--- config.mk ---
export PLATFORM = sky130hd
export DESIGN_NAME = barrel_shift_arbiter
export DESIGN_NICKNAME = d
export VERILOG_FILES = /design/src/rtl/barrel_shift_arb_pkg.sv /design/src/rtl/barrel_shifter_top.sv /design/src/rtl/rr_arbiter.sv /design/src/rtl/barrel_shift_arbiter.sv
export SDC_FILE = /design/constraint.sdc
export NUM_CORES = 1
export LEC_CHECK = 0
export CAP_MARGIN = 20
export CORE_UTILIZATION = 45
export CTS_CLUSTER_DIAMETER = 100
export CTS_CLUSTER_SIZE = 8
export DETAILED_ROUTE_END_ITERATION = 8
export MAX_ROUTING_LAYER = met4
export PLACE_DENSITY = 0.85
export SLEW_MARGIN = 40
export SYNTH_ARGS = -nofsm -noshare
export SYNTH_HDL_FRONTEND = slang
export SYNTH_SLANG_ARGS = --single-unit
--- constraint.sdc ---
create_clock -name clk -period 2.6 [get_ports clk]
set_clock_uncertainty 0.2 [all_clocks]
set_input_delay 0.78 -clock clk [delete_from_list [all_inputs] [get_ports clk]]
set_output_delay 0.78 -clock clk [all_outputs]
set_load 0.01 [all_outputs]
--- src/rtl/barrel_shift_arb_pkg.sv ---
// rtl/barrel_shift_arb_pkg.sv - shared enums for the barrel shift arbiter
package barrel_shift_arb_pkg;

  typedef enum logic {
    DIR_RIGHT = 1'b0,
    DIR_LEFT  = 1'b1
  } dir_e;

  typedef enum logic {
    EMPTY = 1'b0,
    FULL  = 1'b1
  } state_e;

endpackage

--- src/rtl/barrel_shifter_top.sv ---
// rtl/barrel_shifter_top.sv - log-depth rotator producing both rotate directions
module barrel_shifter_top #(
  parameter int N = 3
) (
  input  logic [2**N-1:0] in,
  input  logic [N-1:0]    amt,
  output logic [2**N-1:0] right_shifted,
  output logic [2**N-1:0] left_shifted
);

  localparam int W = 2**N;

  logic [W-1:0] rs [N+1];
  logic [W-1:0] ls [N+1];

  assign rs[0] = in;
  assign ls[0] = in;

  // Stage s rotates by 2**s when amt[s] is set; N stages cover every amount.
  for (genvar s = 0; s < N; s++) begin : g_stage
    localparam int SH = 2**s;
    assign rs[s+1] = amt[s] ? {rs[s][SH-1:0], rs[s][W-1:SH]} : rs[s];
    assign ls[s+1] = amt[s] ? {ls[s][W-SH-1:0], ls[s][W-1:W-SH]} : ls[s];
  end

  assign right_shifted = rs[N];
  assign left_shifted  = ls[N];

endmodule

--- src/rtl/rr_arbiter.sv ---
// rtl/rr_arbiter.sv - round-robin grant search starting at rr_ptr, pointer owner
module rr_arbiter #(
  parameter int R   = 2,
  parameter int IDW = $clog2(R)
) (
  input  logic           clk,
  input  logic           reset_n,
  input  logic [R-1:0]   req,
  input  logic           advance,
  output logic [R-1:0]   grant_oh,
  output logic [IDW-1:0] grant_idx
);

  logic [IDW-1:0] rr_ptr;
  logic [IDW-1:0] scan;
  logic           found;

  always_comb begin
    grant_oh  = '0;
    grant_idx = '0;
    found     = 1'b0;
    scan      = rr_ptr;
    for (int k = 0; k < R; k++) begin
      if (!found && req[scan]) begin
        found           = 1'b1;
        grant_idx       = scan;
        grant_oh[scan]  = 1'b1;
      end
      scan = (scan == IDW'(R-1)) ? '0 : scan + 1'b1;
    end
  end

  always_ff @(posedge clk or negedge reset_n) begin
    if (!reset_n) begin
      rr_ptr <= '0;
    end else if (advance) begin
      rr_ptr <= (grant_idx == IDW'(R-1)) ? '0 : grant_idx + 1'b1;
    end
  end

endmodule

--- src/rtl/barrel_shift_arbiter.sv ---
// rtl/barrel_shift_arbiter.sv - shares one barrel shifter among R requesters
// with round-robin grant and a single-entry tagged result register.
module barrel_shift_arbiter
  import barrel_shift_arb_pkg::*;
#(
  parameter int N   = 3,
  parameter int R   = 2,
  parameter int W   = 2**N,
  parameter int IDW = $clog2(R)
) (
  input  logic           clk,
  input  logic           reset_n,
  input  logic [R-1:0]   req_valid,
  output logic [R-1:0]   req_ready,
  input  logic [R*W-1:0] req_in,
  input  logic [R*N-1:0] req_amt,
  input  logic [R-1:0]   req_dir,
  output logic           out_valid,
  input  logic           out_ready,
  output logic [W-1:0]   out_data,
  output logic [IDW-1:0] out_id
);

  state_e         state_q, state_d;
  logic [R-1:0]   grant_oh;
  logic [IDW-1:0] grant_idx;
  logic           can_accept;
  logic           accept;
  logic [W-1:0]   in_arr  [R];
  logic [N-1:0]   amt_arr [R];
  logic [W-1:0]   sel_in;
  logic [N-1:0]   sel_amt;
  logic [W-1:0]   rot_r, rot_l, shift_res;

  for (genvar i = 0; i < R; i++) begin : g_unpack
    assign in_arr[i]  = req_in[i*W +: W];
    assign amt_arr[i] = req_amt[i*N +: N];
  end

  // Gating with reset_n keeps req_ready low for the whole reset assertion.
  assign can_accept = reset_n && ((state_q == EMPTY) || out_ready);
  assign accept     = can_accept && (|grant_oh);
  assign req_ready  = grant_oh & {R{can_accept}};

  rr_arbiter #(.R(R), .IDW(IDW)) u_arb (
    .clk       (clk),
    .reset_n   (reset_n),
    .req       (req_valid),
    .advance   (accept),
    .grant_oh  (grant_oh),
    .grant_idx (grant_idx)
  );

  assign sel_in  = in_arr[grant_idx];
  assign sel_amt = amt_arr[grant_idx];

  barrel_shifter_top #(.N(N)) u_shift (
    .in            (sel_in),
    .amt           (sel_amt),
    .right_shifted (rot_r),
    .left_shifted  (rot_l)
  );

  assign shift_res = (dir_e'(req_dir[grant_idx]) == DIR_LEFT) ? rot_l : rot_r;

  always_comb begin
    state_d = state_q;
    case (state_q)
      EMPTY:   if (accept) state_d = FULL;
      FULL:    if (!accept && out_ready) state_d = EMPTY;
      default: state_d = EMPTY;
    endcase
  end

  always_ff @(posedge clk or negedge reset_n) begin
    if (!reset_n) begin
      state_q  <= EMPTY;
      out_data <= '0;
      out_id   <= '0;
    end else begin
      state_q <= state_d;
      if (accept) begin
        out_data <= shift_res;
        out_id   <= grant_idx;
      end
    end
  end

  assign out_valid = (state_q == FULL);

endmodule

After elaboration in Yosys (flattened, before gate mapping)
Cells that the tools add are included.
Widths: inputs -> output; s select.
{ "classes": {"add_sub_neg": 2, "mul": 0, "div_mod_pow": 0, "order_cmp": 6, "eq_ne": 0, "n_shift": 0, "muxes": 33, "bitwise": 4, "n_reduce_logical": 10} }
{ "op_table": {"columns": ["operator", "count"], "rows": [
  ["$mux 8", 10],
  ["$mux 1", 15],
  ["$mux 3", 3],
  ["$logic_and 1x1->1", 6],
  ["$lt 1x2->1 const B", 3],
  ["$mux 2", 2],
  ["$add 1x1->1 const B", 2],
  ["$and 2x2->2", 1],
  ["$demux 1 s1", 2],
  ["$ge 1x1->1 const B", 2],
  ["$ge 2x2->1 const B", 1],
  ["$logic_not 1->1", 2],
  ["$not 1->2", 1],
  ["$or 2x2->2", 1],
  ["$pmux 1 s2", 1],
  ["$reduce_or 2->1", 1],
  ["$logic_or 1x1->1", 1],
  ["$not 1->1", 1]
]} }
{ "totals": {"regBits": 11, "latchBits": 0, "ramBits": 0, "mem_bits_ro": 0, "out_inout_bits": 12, "word_cells": 59, "memories": 0} }

Longest topological paths before layout
{ "depth": {"depth_word": 14, "mapped_depth": 7} }

Modules after synthesis
From an unflattened synthesis, not the netlist that was laid out.
{ "unflattened": {"cells_unflattened": 92, "area_unflattened_um2": 1342.5} }
{ "by_module_without_submodules": {"columns": ["mod", "instances", "cells_per_inst", "area_each_um2", "seq_area_each_um2"], "rows": [
  ["barrel_shift_arbiter", 1, 47, 630.6, 250.2],
  ["barrel_shifter_top", 1, 38, 628.1, 0.0],
  ["rr_arbiter", 1, 7, 83.8, 25.0]
]} }

Worst setup path after synthesis
No wires, ideal clock.
{ "synth_timing": {"path_kind": "input port to output port", "from": "input req_valid[1]", "to": "output req_ready[0]", "arrival_time_ns": 1.533, "required_time_ns": 1.620, "path_slack_ns": 0.087, "stages": 4, "path_buffers": 3, "cell_sequence": "buf_4 -> buf_2 -> buf_2 -> a21oi_1"} }
{ "synth_between": {"elab_chain_len": 7, "elab_cells_between_ends": 11, "cone_classes": "mux: 7; bitwise: 2; reduce/logical: 2"} }
{ "synth_rtl": {"columns": ["item", "line", "rtl"], "rows": [
  ["start: declaration", "barrel_shift_arbiter.sv:13", "input logic [R-1:0] req_valid,"],
  ["$mux 1 (implied by the code) (2 in a row)", "rr_arbiter.sv:24", "if (!found && req[scan]) begin"],
  ["$mux 1", "rr_arbiter.sv:24", null],
  ["$logic_not 1->1", "rr_arbiter.sv:24", null],
  ["$logic_and 1x1->1", "rr_arbiter.sv:24", null],
  ["$mux 2 *", "rr_arbiter.sv:24", null],
  ["$and 2x2->2 *", "barrel_shift_arbiter.sv:43", "assign req_ready = grant_oh & {R{can_accept}};"],
  ["end: declaration", "barrel_shift_arbiter.sv:14", "output logic [R-1:0] req_ready,"]
]} }
Mark *: on every way between the ends. The rest lies on a longest branch, timed or not. The select of a mux whose other input is x is not followed.

Final worst setup path
{ "layout_timing": {"from": "input out_ready", "to": "output req_ready[0]"} }
{ "layout_between": {"elab_chain_len": 3} }
{ "layout_rtl": {"columns": ["item", "line", "rtl"], "rows": [
  ["start: declaration", "barrel_shift_arbiter.sv:19", "input logic out_ready,"],
  ["$logic_or 1x1->1", "barrel_shift_arbiter.sv:41", "assign can_accept = reset_n && ((state_q == EMPTY) || out_ready);"],
  ["$logic_and 1x1->1", "barrel_shift_arbiter.sv:41", null],
  ["$and 2x2->2", "barrel_shift_arbiter.sv:43", null]
]} }
Every way passes these cells.

==> results_dict.tcl <==
set metrics [dict create \
    power_w 0.00114 \
    layout_worst_path_cycle_share 0.979 \
    syn_area_mm2 0.00175 \
    grtUsageMet2 0.501 \
    clock_path_buffers 2 \
    fin_ws_ps 55.9 \
    fp.dieH_um 64.4 \
    grt_pass1_wl_mm 9.78 \
    drive_gt1_frac 0.421 \
    die_x_um 64.4 \
    switching_share 0.384 \
    utilization 0.765 \
    synth_top_area_share 0.157 \
    top_usage_layer "met2" \
    setup_tns_ps 0 \
    crit_fanout 2 \
    fillers 270 \
    antenna_found_initial 0 \
    power_frac_clock 0.156 \
    netlist_top_cells_count "nand4_1 (19), mux2_2 (12), dfrtp_1 (11), mux2i_1 (11)" \
    cap_viol_max_count 0 \
    synth_area_leaders "dfrtp_1 (16%), mux2_2 (7.7%), nand4_1 (6.8%), mux2i_1 (6.3%), a211oi_1 (3.9%)" \
    critPathMaxStageDelay_ps 200 \
    numCtsBuffers 3 \
    gp_congestion 1.01 \
    syn2layout_area_growth_pct 60.9 \
    ir_drop_v 0.000476 \
    diodes 0 \
    wire_per_inst_um 17.5 \
    synth_top_area_cell "dfrtp_1" \
    grt_max_degree 32 \
    p_leak_nw 1.15 \
    setup_viol 0 \
    layout_min_cycle_time_ps 2540 \
    start_kind "input pin" \
    cp_top_family "buffers and inverters" \
    antenna_left 0 \
    synth_seq_cells 11 \
    viasPerCell 6.18 \
    synth.avg_cell_area_um2 8.68 \
    ys_warn_count 0 \
    synth_most_common_cell "nand4_1" \
    slew_viol_final 0 \
    worst_pin_slew_ps 392 \
    cp.arrival_ps 1560 \
    yosysUniqueCellTypes 54 \
    cts_tree "done" \
    yosysSeqAreaShare 0.157 \
    synth_edf_count 0 \
    async_reset_ff_frac 1.00 \
    multi_input_area_mm2 0.00145 \
    hpwl_mm 4.50 \
    crit_type "input pin to output port" \
    grt_pass1_vias 2107 \
    grt_util_met3 0.0352 \
    first_pass_iters 5 \
    comb_power_share 0.622 \
    critPathBufInv 2 \
    use_met1 0.391 \
    critPathSlowestCell "dlygate4sd2_1" \
    slew_headroom 0.739 \
    floorplan.core_area_mm2 0.00369 \
    drt-initial-drc-count 171 \
    synth_ff_type "dfrtp_1" \
    outcome "completed" \
    power_density_mw_per_mm2 405 \
    design.final.nets 327 \
    rows 22 \
    switchingPower_w 0.000438 \
    place_ws_ps -682 \
    port_buffers 40 \
    seq_area_um2 275 \
    initial_utilization 0.475 \
    die_area_mm2 0.00415 \
    cp.required_ps 1620 \
    cts_max_level 1 \
    syn_inst 202 \
    syn_nets 231 \
    io_pins 41 \
    internal_power_w 0.000704 \
    drc 0 \
    wirelength_mm 6.03 \
    p_seq_frac 0.222 \
    num_vias 2131 \
    cts_sinks 11 \
    clk_pin_slew_ps 50 \
    grt_usage 0.307 \
    root_buffer "clkbuf_8" \
    end_kind "output port" \
    grt_overflow 0 \
    finalHoldViolCount 0 \
    hold_class "flop to flop" \
    clk_latency_ps 240 \
    max_freq_mhz 393 \
    fin_area_mm2 0.00282 \
    cp_cell_sequence "dlygate4sd2_1 -> nand2b_4 -> and2_4 -> nand2_2 -> a21oi_2 -> buf_2" \
    place_area_mm2 0.00257 \
]
==> per-stage QoR <==
step	instances	hold WS, ps
floorplan	202	284
global placement	334	300
detailed placement	334	303
CTS	340	318
global route	345	349
finish	345	311
==> kinds of logic (layout without fill, tap and decap cells) <==
group	count (synthesis)	count (layout)	synth area share
muxes	26	26	0.166
and+or+nand+nor	65	65	0.234
buffers and inverters	24	119	0.0942
AOI/OAI and AO/OA	76	76	0.349
DFF	11	11	0.157
==> final timing paths <==
path,start,to,slack [ps],cells past startpoint
setup reg to reg,u_arb.rr_ptr,out_data[2],500,7
setup / recovery,out_ready,req_ready[0],60,6
hold reg to reg,out_data[5],out_data[5],310,2
max in group asynchronous,reset_n,out_data[5],1530,3
hold / removal,out_data[5],out_data[5],310,2
min in group asynchronous,reset_n,out_data[6],520,3
==> sequential cells by signal, summed over array words and instances (netlist names) <==
register,count
out_valid,1
u_arb.rr_ptr,1
out_data,8
out_id,1
==> power by group through the flow <==
stage / logic [W] / clock network, W / registers, W
2_1_floorplan: 0.000322 / 0 / 0.000270
4_1_cts: 0.000680 / 0.000177 / 0.000254
3_3_place_gp: 0.000641 / 0 / 0.000252
3_5_place_dp: 0.000648 / 0 / 0.000253
5_1_grt: 0.000759 / 0.000190 / 0.000259
6_report: 0.000710 / 0.000178 / 0.000254
==> layout make-up <==
class | count | share of cell area
clock buffers | 4 | 0.0160
inverters | 6 | 0.00887
multi-input cells | 167 | 0.514
flip-flops and latches | 11 | 0.0976
well taps | 48 | 0.0213
repair buffers | 109 | 0.343
==> cells in the final DEF (no fill, tap or decap), drive strengths merged, types with 2 or more instances in the layout <==
cell           Yosys  routed
o21ai             12      12
nor2               2       2
clkbuf             2       5
inv                5       5
dfrtp             11      11
o211ai             8       8
nand3              5       5
a2111oi            5       5
clkdlybuf4s50      0      31
a211oi             9       9
a21oi              7       7
o31ai              3       3
a32oi              2       2
buf               16      70
a222oi             4       4
nor4               8       8
nand2             10      10
o21ba              2       2
nor3               2       2
nor2b             10      10
o221ai             6       6
o32a               2       2
nand4             19      19
dlymetal6s2s       0       2
and2               4       4
mux2i             11      11
a31oi              4       4
dlygate4sd2        0       5
nand2b             3       3
mux2              15      15
a221oi             5       5
o21bai             2       2
==> metal layers <==
layer,vias up,wire (um)
met2,89,2930
met4,0,150
met3,13,335
met5,-,0
li1,1031,-
met1,998,2610
==> worst register-to-register path, cell delays in order, from the launching register on <==
cell      delay, ps
dfrtp_1         460
nand2b_4        180
buf_4           240
a221oi_1        280
buf_4           170
a31oi_1         110
a32oi_1         220
nand4_1         110
==> what timing repair did <==
| action | CTS | global route |
|---|---|---|
| pin swaps | 6 | 5 |
| gates cloned | 0 | 1 |
| endpoints found under the setup margin | 10 | 9 |
| buffers inserted | 2 | 4 |
| hold endpoints to repair | 0 | 0 |
| hold buffers | 0 | 0 |
| resized for setup | 33 | 10 |
Power figures use the tool's default switching activity.
